===== src/rtl/sipo_deser.sv =====
// Serial-in/parallel-out deserialiser with valid/ready holding register and sticky overrun.
// Optional even-parity trailer bit per word when SIPO_PARITY_EN is defined.
module sipo_deser #(
   parameter int WIDTH     = 4,
   parameter bit MSB_FIRST = 1'b1
) (
   input  logic                         clk,
   input  logic                         rst,
   input  logic                         in_valid,
   input  logic                         data_in,
   input  logic                         flush,
   output logic [WIDTH-1:0]             data_out,
   output logic                         out_valid,
   input  logic                         out_ready,
   output logic [$clog2(WIDTH+1)-1:0]   bit_cnt,
   output logic                         overrun,
   output logic                         parity_err
);

   localparam int CW = $clog2(WIDTH+1);
`ifdef SIPO_PARITY_EN
   localparam int LAST = WIDTH;
`else
   localparam int LAST = WIDTH - 1;
`endif

   logic [WIDTH-1:0] sr, sr_nxt, word;
   logic             last, free;

   always_comb begin
      sr_nxt = MSB_FIRST ? {sr[WIDTH-2:0], data_in} : {data_in, sr[WIDTH-1:1]};
      last   = in_valid && !flush && (bit_cnt == CW'(LAST));
      free   = !out_valid || out_ready;
`ifdef SIPO_PARITY_EN
      // the completing edge carries the parity bit, so the data bits are already in sr
      word   = sr;
`else
      word   = sr_nxt;
`endif
   end

   always_ff @(posedge clk or negedge rst) begin
      if (!rst) begin
         sr        <= '0;
         bit_cnt   <= '0;
         data_out  <= '0;
         out_valid <= 1'b0;
         overrun   <= 1'b0;
      end else begin
         if (out_valid && out_ready)
            out_valid <= 1'b0;
         if (flush) begin
            sr      <= '0;
            bit_cnt <= '0;
            overrun <= 1'b0;
         end else if (in_valid) begin
            if (last) begin
               sr      <= '0;
               bit_cnt <= '0;
               if (free) begin
                  data_out  <= word;
                  out_valid <= 1'b1;
               end else begin
                  overrun   <= 1'b1;
               end
            end else begin
               sr      <= sr_nxt;
               bit_cnt <= bit_cnt + 1'b1;
            end
         end
      end
   end

`ifdef SIPO_PARITY_EN
   logic par_acc;

   always_ff @(posedge clk or negedge rst) begin
      if (!rst) begin
         par_acc    <= 1'b0;
         parity_err <= 1'b0;
      end else begin
         if (flush || last)
            par_acc <= 1'b0;
         else if (in_valid)
            par_acc <= par_acc ^ data_in;
         // parity_err travels with data_out, so it only loads when the word does
         if (last && free)
            parity_err <= par_acc ^ data_in;
      end
   end
`else
   assign parity_err = 1'b0;
`endif

endmodule


===== config.mk =====
export PLATFORM = sky130hd
export DESIGN_NAME = sipo_deser
export DESIGN_NICKNAME = d
export VERILOG_FILES = /design/src/rtl/sipo_deser.sv
export SDC_FILE = /design/constraint.sdc
export NUM_CORES = 1
export LEC_CHECK = 0
export ABC_AREA = 1
export BUFFER_PORTS_ARGS = -buffer_cell sky130_fd_sc_hd__clkbuf_2
export CORE_AREA = 2 2 39 41
export DETAILED_ROUTE_END_ITERATION = 7
export DIE_AREA = 0 0 41 43
export HOLD_SLACK_MARGIN = 0.15
export PLACE_DENSITY = 0.63
export SETUP_SLACK_MARGIN = 0.3
export SLEW_MARGIN = 5
export SYNTH_ARGS = -nofsm -noshare
export SYNTH_HDL_FRONTEND = slang
export SYNTH_SLANG_ARGS = --single-unit

===== constraint.sdc =====
create_clock -name clk -period 1.4 [get_ports clk]
set_input_delay 0.21 -clock clk [delete_from_list [all_inputs] [get_ports clk]]
set_output_delay 0.21 -clock clk [all_outputs]
set_load 0.05 [all_outputs]

==> run summary <==
status: finished clean
Final Max Tran Viols: 0
clk_skew: 0.0108 ns
Yosys top cell by area: dfrtp_1
# rows: 14
CTS tree: done
placer congestion estimate: 0.720
mapped cell area: 533 sq um
Avg Cell Area, Syn: 8.88 sq um
Worst Setup Start Kind: register
Synth top area share: 56.3%
Initial Util: 38.5%
CP Data Required Time: 1.19 ns
Post-DP HPWL: 747 um
Min-Delay Path Class: in -> reg
nets: 87
crit share post-route: 78.1%
delay-heaviest family, CP: flip-flops
fmax: 914 MHz
die height: 43 um
Setup Viol. Count Final: 0
DRT Wirelength: 998 um
CTS Sinks: 12
total grt overflow: 0
initial antenna violation count: 0
Worst Path Buf+Inv: 1
vias in the first global route: 431
TNS Setup: 0 ns
VDD IR max: 0.560 mV
Boundary Pins: 16
Worst-path clk slew: 0.08 ns
Crit Path Class: reg -> out
Final Hold Fails: 0
crit path time final: 1.09 ns
largest net degree at the start of global routing: 13
layout cell share with drive strength beyond 1: 40.5%
worst skew pair latency: 0.27 ns
DIE AREA: 0.00176 sq mm
Max-cap violations: 0
Vias: 433
Root Driver: clkbuf_4
Bufs on Longest Clock Path: 2
Crit Path Max Fanout: 3
cell count after synthesis: 60
core area: 0.00138 sq mm
I/O Buffers: 14
drt initial violations: 5
Die X: 41 um
Leak: 0.400 nW
wire per inst: 10.5 um
CP endpoint kind: output port
synth warn: 0
slowest CP cell: dfrtp_2
clock buffer count from CTS: 3
Arrival @ worst endpoint: 0.88 ns
hold_ws: 0.201 ns
sequential fraction of the synthesis area: 56.3%
CP peak stage delay: 0.45 ns
GR Util All Layers: 14.5%
Synth area leaders: dfrtp_1, nand2_1, nand3_1, nand4_1, inv_1
first-pass GRT wire length: 1720 um
syn_nets: 67
critical path cell sequence: buf_8
vias per cell: 4.56
synth-to-layout area growth: 42.3%
1st-pass router iterations: 2
Routed Antenna Nets: 0
count of cell types in the netlist: 15
H-tree Lvls: 1
DRC Markers: 0
unrepaired setup endpoints after global routing: yes
Yosys reg bits: 12
Pwr Density: 1050 mW/mm^2
n_diodes: 0
==> cells in the final DEF (no fill, tap or decap), drive strengths merged <==
cell type / instances
buf: 8
clkbuf: 11
conb: 1
dfrtp: 12
dlygate4sd3: 1
ha: 1
inv: 6
nand2: 24
nand3: 6
nand4: 4
nor2: 3
nor3: 1
o21ai: 1
==> Yosys cell counts <==
cell	number
nand2_1	23
inv_1	5
ha_1	1
inv_2	1
nand3_2	1
buf_4	1
nor2_4	1
nor2_2	2
nand4_1	4
conb_1	1
o21ai_1	1
nand3_1	5
nor3_1	1
nand2_2	1
dfrtp_1	12
==> registers in the layout (all words and copies together) (netlist names) <==
signal     cells
bit_cnt        3
sr             3
data_out       4
out_valid      1
overrun        1
==> path summary, 6_finish.rpt <==
kind	to	slack, ns	from	depth (start not counted)
min	sr[0]$_DFFE_PN0P_	0.20	data_in	3
min reg2reg	data_out[1]$_DFFE_PN0P_	0.48	data_out[1]$_DFFE_PN0P_	2
min in group asynchronous	overrun$_DFFE_PN0P_	0.35	rst	2
max reg2reg	data_out[0]$_DFFE_PN0P_	0.36	bit_cnt[1]$_DFFE_PN0P_	6
max	bit_cnt[1]	0.31	bit_cnt[1]$_DFFE_PN0P_	1
max in group asynchronous	bit_cnt[1]$_DFFE_PN0P_	0.80	rst	2
==> cell type report <==
cell class,count,area (sq um)
well taps,16,20.0
repair buffers,16,143
clock buffers,4,36.3
multi-input cells,41,230
flip-flops and latches,12,304
inverters,6,25.0
fillers,121,626
==> metal layers <==
layer | GRT usage (%) | vias up | routed length [um]
met3 | 3.14 | 0 | 53
met1 | 18.7 | 198 | 454
met2 | 21.6 | 10 | 490
li1 | - | 225 | -
met5 | 0 | - | 0
met4 | 8.00 | 0 | 0
==> metrics by stage <==
step	instance area, sq um	util, %	setup slack (ns)	instances	power [mW]
final	758	54.8	0.306	95	0.794
after global routing	758	54.8	0.283	95	0.834
after CTS	721	52.1	0.281	95	0.792
after detailed placement	619	44.8	0.352	89	0.497
after global placement	619	44.8	0.382	89	0.495
after floorplan	537	-	0.206	60	0.461
==> what timing repair did <==
item                                    CTS  global route
resized for setup                        13            15
endpoints found under the hold margin    12             0
hold buffers                              1             0
endpoints found under the setup margin    9            13
pin swaps                                 0             2
buffers inserted                          1             0
==> cells by family (layout without fill, tap and decap cells) <==
logic type | after synthesis | in the layout | share of synthesized area [%]
buf+inv | 7 | 26 | 5.63
fa+ha+maj | 1 | 1 | 2.35
simple gates | 38 | 38 | 34.0
flops | 12 | 12 | 56.3
compound gates | 1 | 1 | 0.938
other cells | 1 | 1 | 0.704
==> power by group <==
group	switching (mW)	leakage (nW)	total (mW)	internal [mW]
registers	0.0163	0.160	0.379	0.363
clock network	0.113	0.0210	0.271	0.158
logic	0.0925	0.219	0.144	0.0512
No activity file was read; power rests on OpenSTA's default activity.
